$ cat src/rtl/pwm_generator.sv
// Free-running PWM channel: output high while the counter is below the active threshold.
// Optional shadowed threshold for glitch-free duty updates and optional output inversion.
module pwm_generator #(
    parameter int CTR_SIZE    = 8,
    parameter int SYNC_UPDATE = 0,
    parameter int INVERT      = 0
) (
    input  logic                clk,
    input  logic                rst,
    input  logic [CTR_SIZE-1:0] compare,
    output logic                pwm,
    output logic                wrap
);

    localparam logic [CTR_SIZE-1:0] L_CTR_MAX = '1;
    localparam logic [CTR_SIZE-1:0] L_CTR_ONE = CTR_SIZE'(1);
    localparam logic                L_INV     = (INVERT != 0) ? 1'b1 : 1'b0;
    localparam logic                L_SYNC    = (SYNC_UPDATE != 0) ? 1'b1 : 1'b0;

    logic [CTR_SIZE-1:0] r_ctr;
    logic [CTR_SIZE-1:0] r_shadow;
    logic                r_pwm;
    logic                r_wrap;
    logic [CTR_SIZE-1:0] w_cmp_eff;
    logic                w_ctr_max;

    // Threshold selection: live compare input or the period-aligned shadow copy.
    always_comb begin
        w_cmp_eff = compare;
        if (L_SYNC) begin
            w_cmp_eff = r_shadow;
        end else begin
            w_cmp_eff = compare;
        end
    end

    assign w_ctr_max = (r_ctr == L_CTR_MAX);

    // Counter, shadow threshold and registered outputs; compare uses the pre-increment count.
    always_ff @(posedge clk or posedge rst) begin
        if (rst) begin
            r_ctr    <= '0;
            r_shadow <= '0;
            r_pwm    <= L_INV;
            r_wrap   <= 1'b0;
        end else begin
            r_ctr  <= r_ctr + L_CTR_ONE;
            r_pwm  <= (w_cmp_eff > r_ctr) ^ L_INV;
            r_wrap <= w_ctr_max;
            if (L_SYNC && w_ctr_max) begin
                r_shadow <= compare;
            end else begin
                r_shadow <= r_shadow;
            end
        end
    end

    assign pwm  = r_pwm;
    assign wrap = r_wrap;

endmodule

$ cat config.mk
export PLATFORM = sky130hd
export DESIGN_NAME = pwm_generator
export DESIGN_NICKNAME = d
export VERILOG_FILES = /design/src/rtl/pwm_generator.sv
export SDC_FILE = /design/constraint.sdc
export NUM_CORES = 1
export LEC_CHECK = 0
export ABC_AREA = 0
export BUFFER_PORTS_ARGS = -buffer_cell sky130_fd_sc_hd__buf_2
export CELL_PAD_IN_SITES_DETAIL_PLACEMENT = 1
export CELL_PAD_IN_SITES_GLOBAL_PLACEMENT = 1
export CORE_MARGIN = 10
export CORE_UTILIZATION = 42
export DETAILED_ROUTE_END_ITERATION = 10
export GPL_TIMING_DRIVEN = 1
export PLACE_DENSITY_LB_ADDON = 0.1
export SYNTH_ARGS = -nofsm -noshare
export SYNTH_HDL_FRONTEND = slang
export SYNTH_SLANG_ARGS = --single-unit
$ cat constraint.sdc
create_clock -name clk -period 3 [get_ports clk]
set_input_delay 0.45 -clock clk [delete_from_list [all_inputs] [get_ports clk]]
set_output_delay 0.45 -clock clk [all_outputs]
set_load 0.03 [all_outputs]
# Word level (Yosys, flattened, before mapping)
# Cells that the tools add are included.
# classes
addsub	1
order_cmp	1
eq_ne	1
# ops
operator	count
$add 8x1->8 const B	1
$eq 8x8->1 const B	1
$gt 8x8->1	1
# word_totals
regBits	10
in_bits	10
output_inout_bits	2

# Longest topological paths before layout
# Gate-level depths: netlist of the first run.
# depth
ltp_word	1
ltp_mapped	6
ltp_nobuf	6

# Least setup slack after synthesis of the first run
# OpenSTA, ideal clock, no wires.
# synth_timing
path_type	input-to-reg
from	input port compare[1]
to	register r_pwm, in the netlist pwm
setup_ns	0.124
arrival_ns	1.275
required_time_ns	2.876
slack_ns	1.601
cell_stages	5
n_path_buf	0
cell_sequence	ha_1 > nor2b_1 > o21ai_0 > a21boi_0 > o31a_1
# synth_via
elab_chain_len	1
# synth_lines
element	line_no	rtl
start: declaration	10	input logic [CTR_SIZE-1:0] compare,
$gt 8x8->1	48	r_pwm <= (w_cmp_eff > r_ctr) ^ L_INV;
end signal: assignment	48	
end: declaration	22	logic r_pwm;
# Every way passes these cells.

# Worst setup path in the final report of the first run
# layout_timing
from	register r_ctr[1]
to	register r_pwm, in the netlist pwm
# layout_via
elab_chain_len	1
# layout_lines
element	line_no	rtl
start: declaration	20	logic [CTR_SIZE-1:0] r_ctr;
start signal: assignment	47	r_ctr <= r_ctr + L_CTR_ONE;
$gt 8x8->1	48	
# Every way passes these cells.

==> impl_results.md, run 1 <==
* Cell taking the most area after synthesis: dfrtp_1
* NetSw at roughly 0.061 mW
* Final setup viols at 0
* Critical path class: flop to flop
* Vias in the first global route at between 400 and 500
* GRT Residual Overflow at 0
* Mapped Nets at 73
* Fill cells at 151
* Synthesis Warnings at 0
* Post_cts resized at 0
* Pre-antenna DRT Iters at 1
* HPWL Detailed at around 950 um
* Max-cap viol count at 0
* Critical path required time at 3.16 ns
* Synth area leaders: dfrtp_1 44%, ha_1 20%, xnor2_1 7.7%
* Hold WC Path Type: input pin to asynchronous set/reset pin
* Number of clock sinks at 10
* Worst vdd ir at 220 uV
* Clock skew at between 0.0008 and 0.0009 ns
* CTS tree: yes
* Worst Tran Pin Value at 0.365 ns
* RSZ-0062 raised after global routing: false
* Top FF cell, synth: dfrtp_1
* Iter 0 DRT Violations at 0
* Buffers plus inverters on the worst setup path at 1
* Period minus WS final at ~1.5 ns
* Antenna Diode Count at 0
* Top-area cell type share of the netlist area at 0.440
* Flops & latches, synth at 10
* Sequential-to-total area share from yosys stat at 0.440
* Port-buffer cells at 11
* Post-synth EDFFs at 0
* Routed len/inst at roughly 13 um
* Startpoint Class: flop
* Clk network pwr share at 0.436
* Nets at approximately 90
* Clock Pin Slew Worst Setup and Hold Paths at around 0.07 ns
* Routed wire length at about 1100 um
* Initial antenna violation count at 0
* Total track usage at 0.0787
* First-pass GRT wire length at approximately 2000 um
* Asr flop ratio synth at 1.00
* Share of power burned in registers at 0.484
* Gate power share at 0.080
* Layout cell share with drive strength beyond 1 at 0.275
* FP Rows at 13
* Syn Inst Count at between 50 and 60
* Cts bufs inserted at 3
* Sw frac at 0.216
* Die area at 3230 um2
* Chip Width at 56.8 um
* Starting Density at 0.443
* Final TNS setup at 0 ns
* Buffer count from post-CTS setup fixing at 0
* FF-to-FF path depth at 6
* Crit share post-route at 0.486
* Root Buffer: clkbuf_4
* Worst path max stage delay at around 0.40 ns
* Post-Syn Area per Cell at 10.5 um2
* Clock latency on the worst-skew pair at 0.27 ns
* Vias after detailed routing at 437
* Status: finished clean
* GPL Wtd Cong at a little under 0.7
* Fmax at roughly 0.69 GHz
* Layout Cells excl Fill at 84
* CP max stage cell: dfrtp_1
* Hold Fails Final Rpt at 0
* Dpl cells at 80
* CP endpoint kind: flop
* Top Ports at 12
* Critical path cell sequence: inv_1 -> ha_1 -> nor2b_1 -> o21ai_0 -> a21boi_0 -> o31a_1
* Largest net degree at the start of global routing at 11
* Max H-tree Level at 1
* Post-synth top cells: 10 x dfrtp_1, 9 x ha_1, 7 x inv_1
* Synthesized cell area at about 570 um2
* Hold-fix buffer count after cts at 0
* Slew margin rel. at 0.756
* CP max FO at 3
* Vert. Die Dim at roughly 57 um
* Post-route ant nets at 0
* Critical path data arrival time at ~1.6 ns
* Synthesis-to-layout area growth at 19.3%
* Final Max Slew Viols at 0
* Clock Path Buffers at 2
* Core outline area at approximately 1300 um2
* P_int at around 0.22 mW
* Synth cell types at 20
* CP top delay family: compound AO/OA/AOI/OAI gates
* Pwr/cell area at approximately 410 nW/um2
* WP depth at 6
* LEAKAGE at 0.346 nW
* Remaining DRCs at 0
* Via density at between 5 and 6
* Count leader, synth: dfrtp_1
worst reg2reg max path: cells and delay by family, from the launching register on:
family	cells	cell delay, ns
fa+ha+maj	1	0.25
buf+inv	1	0.10
compound gates	3	0.46
simple gates	1	0.14
flops	1	0.40
sequential cells by signal, summed over array words and instances, names as in the netlist:
signal / count
r_ctr: 8
wrap: 1
pwm: 1
final cells by class:
class	count	area [um2]	area share
multi-input cells	34	282	0.414
well taps	15	18.8	0.0276
repair buffers	11	55.1	0.0810
clock buffers	4	36.3	0.0534
inverters	10	37.5	0.0552
flip-flops and latches	10	250	0.368
worst paths after layout:
path | start | to | slack (ns)
worst max-delay path | r_ctr[1] | pwm | 1.54
worst min-delay path | rst | wrap | 0.14
worst max register to register | r_ctr[1] | pwm | 1.54
worst min register to register | r_ctr[7] | r_ctr[7] | 0.47
max in group asynchronous | rst | r_ctr[3] | 2.60
min in group clk | r_ctr[7] | r_ctr[7] | 0.47
metrics by stage:
step                hold WS (ns)  instance area (um2)  setup slack (ns)  utilization  power [mW]
floorplan                  0.290                  569              1.60            -       0.152
global placement           0.442                  643              1.45        0.500       0.161
detailed placement         0.438                  643              1.41        0.500       0.162
CTS                        0.140                  679              1.52        0.529       0.286
global route               0.142                  679              1.41        0.529       0.297
finish                     0.137                  679              1.54        0.529       0.281
cell families (layout without fill, tap and decap cells):
| logic type | Yosys count | after routing | synth area share |
|---|---|---|---|
| simple gates | 13 | 13 | 0.136 |
| flops | 10 | 10 | 0.440 |
| buf+inv | 10 | 25 | 0.0659 |
| xor+xnor | 6 | 6 | 0.0923 |
| compound gates | 6 | 6 | 0.0681 |
| fa+ha+maj | 9 | 9 | 0.198 |
power groups by stage:
| stage | registers, mW | clock network [mW] | logic, mW |
|---|---|---|---|
| finish | 0.136 | 0.122 | 0.0224 |
| global route | 0.136 | 0.135 | 0.0264 |
| CTS | 0.136 | 0.127 | 0.0233 |
| detailed placement | 0.139 | 0 | 0.0231 |
| global placement | 0.139 | 0 | 0.0226 |
| floorplan | 0.141 | 0 | 0.0109 |
routing by layer:
layer,share of wire,wire length (um),GRT usage
met5,0,0,0
met4,0.0055,6,0.0302
met3,0.098,107,0.0562
met2,0.49,536,0.129
met1,0.41,445,0.0752
layout by cell type (no fill, tap or decap):
master and n:
inv_2 3, ha_1 9, nand4_1 2, xnor2_1 5, nor4_2 1, nor4_1 1, nor2_1 2, xor2_1 1
o21ai_0 2, buf_2 11, a211oi_1 1, and2_1 1, clkbuf_4 3, a21boi_0 1, clkbuf_8 1, nand3_1 2
and4_1 1, inv_1 7, nor2b_1 1, dfrtp_1 10, a21oi_1 1, nand2_1 2, o31a_1 1
Note: power is estimated with default switching activity, not from simulation.
==> run 2: changes to the inputs <==
CORE_UTILIZATION = 35   (was 42)
clock period = 1.29 ns   (was 3 ns; I/O delays follow)
==> impl_results.md, run 2 (synthesis gave the netlist of run 1 again) <==
* Top Ports at 12
* Via density at 4.91
* FF-to-FF path depth at 6
* Clk network pwr share at 0.421
* R2R Path End: pwm
* Number of clock sinks at 10
* Slew margin rel. at 0.745
* Routed wire length at between 1000 and 1500 um
* Initial antenna violation count at 0
* CP top delay family: compound AO/OA/AOI/OAI gates
* Dpl cells at 92
* Max H-tree Level at 1
* NetSw at 0.142 mW
* Final setup viols at 1
* Post-route ant nets at 0
* RSZ-0062 raised after global routing: true
* Synthesis-to-layout area growth at 48.1%
* Gate power share at 0.104
* Root Buffer: clkbuf_4
* Share of power burned in registers at 0.475
* Wire length on met3 at between 60 and 70 um
* Remaining DRCs at 0
* Vias in the first global route at between 500 and 600
* Worst Tran Pin Value at 0.382 ns
* Max reg flops at 8
* Setup WS post-layout at -0.0992 ns
* Vert. Die Dim at roughly 60 um
* Largest net degree at the start of global routing at 11
* Fill cells at 181
* Period minus WS final at between 1 and 1.5 ns
* Chip Width at approximately 60 um
* Starting Density at 0.374
* CP max FO at 2
* Clock skew at around 0.0054 ns
* Critical path data arrival time at 1.54 ns
* Critical path cell sequence: inv_2 -> ha_1 -> and2_4 -> o21ai_1 -> a21boi_1 -> o31a_1
* FP Rows at 14
* Total track usage at 0.0834
* Pre-antenna DRT Iters at 4
* Hold path endpoint: pwm
* Hold Fails Final Rpt at 0
* HP Start: compare[7]
* Critical path class: flop to flop
* Clock Path Buffers at 2
* Status: complete, but fails checks
* Vias after detailed routing at ~500
* Core outline area at ~1500 um2
* Clock Pin Slew Worst Setup and Hold Paths at approximately 0.070 ns
* Detail Route met2 WL at between 700 and 800 um
* GPL Wtd Cong at between 0.7 and 0.8
* HPWL Detailed at about 1100 um
* Max layer used: met3
* First-pass GRT wire length at between 2000 and 2500 um
* CTS tree: yes
* P_int at about 0.52 mW
* Power consumption at around 0.67 mW
* Worst vdd ir at between 400 and 500 uV
* Sw frac at 0.214
* Cts bufs inserted at 3
* LEAKAGE at about 0.43 nW
* GRT Residual Overflow at 0
* Most flops, register: r_ctr
* Iter 0 DRT Violations at 7
* Crit share post-route at 1.08
* Port-buffer cells at 11
* Startpoint Class: flop
* Die area at 3640 um2
* Pwr/cell area at between 700 and 800 nW/um2
* Final Max Slew Viols at 0
* Most frequent cells in the layout: 13 x buf_4, 11 x buf_2, 10 x dfrtp_1
* Layout Cells excl Fill at 100
* Routed len/inst at between 10 and 15 um
* Max-cap viol count at 0
* Reg2Reg Setup Slack at -0.1 ns
* Layout cell share with drive strength beyond 1 at 0.476
* Met1 wire length at 587 um
* CP endpoint kind: flop
* Most common cell after layout, fill and taps aside: buf_4
* Fmax at slightly above 0.7 GHz
* Buffers plus inverters on the worst setup path at 1
* Hold WC Path Type: input pin to flop
* Failing checks: setup timing
* Reg2reg start: r_ctr[3]
* Hold path cells at 3
* Fin util at 0.553
* Worst path max stage delay at roughly 0.37 ns
* Total area of sequential cells at between 200 and 300 um2
* CP max stage cell: dfrtp_1
* WP depth at 6
* Nets at 104
* Antenna Diode Count at 0
* Critical path required time at between 1 and 1.5 ns
* Clock latency on the worst-skew pair at 0.27 ns
* Crit path from: r_ctr[3]
* Multi-input gate area at between 300 and 400 um2
==> run 2: power by group through the flow <==
| stage | combinational (mW) | clock [mW] | sequential (mW) |
|---|---|---|---|
| 6_report | 0.0690 | 0.280 | 0.316 |
| 3_3_place_gp | 0.0573 | 0 | 0.322 |
| 5_1_grt | 0.0799 | 0.321 | 0.316 |
| 2_1_floorplan | 0.0253 | 0 | 0.327 |
| 4_1_cts | 0.0657 | 0.300 | 0.316 |
| 3_5_place_dp | 0.0595 | 0 | 0.322 |
==> run 2: stage by stage <==
stage	instance area [um2]	setup TNS (ns)	setup WS (ns)	hold WS, ns
3_3_place_gp	727	-0.0921	-0.0909	0.188
3_5_place_dp	727	-0.166	-0.135	0.193
2_1_floorplan	569	-0.0548	-0.0548	0.0337
5_1_grt	843	-0.169	-0.161	0.303
6_report	843	-0.0992	-0.0992	0.311
4_1_cts	798	-0.124	-0.0904	0.298
==> run 2: layer usage <==
layer | up-vias | GRT usage
li1 | 243 | -
met1 | 239 | 0.0865
met2 | 9 | 0.147
met3 | 0 | 0.0418
met4 | 0 | 0.0192
met5 | - | 0
==> run 2: worst max path at each step <==
stage / endpoint / slack, ns
CTS: pwm / -0.09
detailed placement: pwm / -0.14
global route: pwm / -0.16
global placement: pwm / -0.09
floorplan: pwm / -0.05
finish: pwm / -0.1
==> run 2: repair_timing <==
item	in CTS	in global routing
pin swaps	1	3
setup buffers	3	0
endpoints found under the setup margin	2	5
hold buffers	1	0
hold endpoints to repair	10	0
gates resized for setup	4	6
cloned	0	0
==> run 2: worst reg2reg max path: cells and delay by family (launching register included) <==
kind            cells  cell delay [ns]
compound gates      3             0.39
fa+ha+maj           1             0.28
buf+inv             1             0.05
flops               1             0.37
simple gates        1             0.17
==> run 2: final cells by class <==
cell class                      instances  share of cell area
Multi-Input combinational cell         34               0.386
Sequential cell                        10               0.297
Timing Repair Buffer                   26               0.206
Inverter                               10              0.0445
Tap cell                               16              0.0237
Clock buffer                            4              0.0430
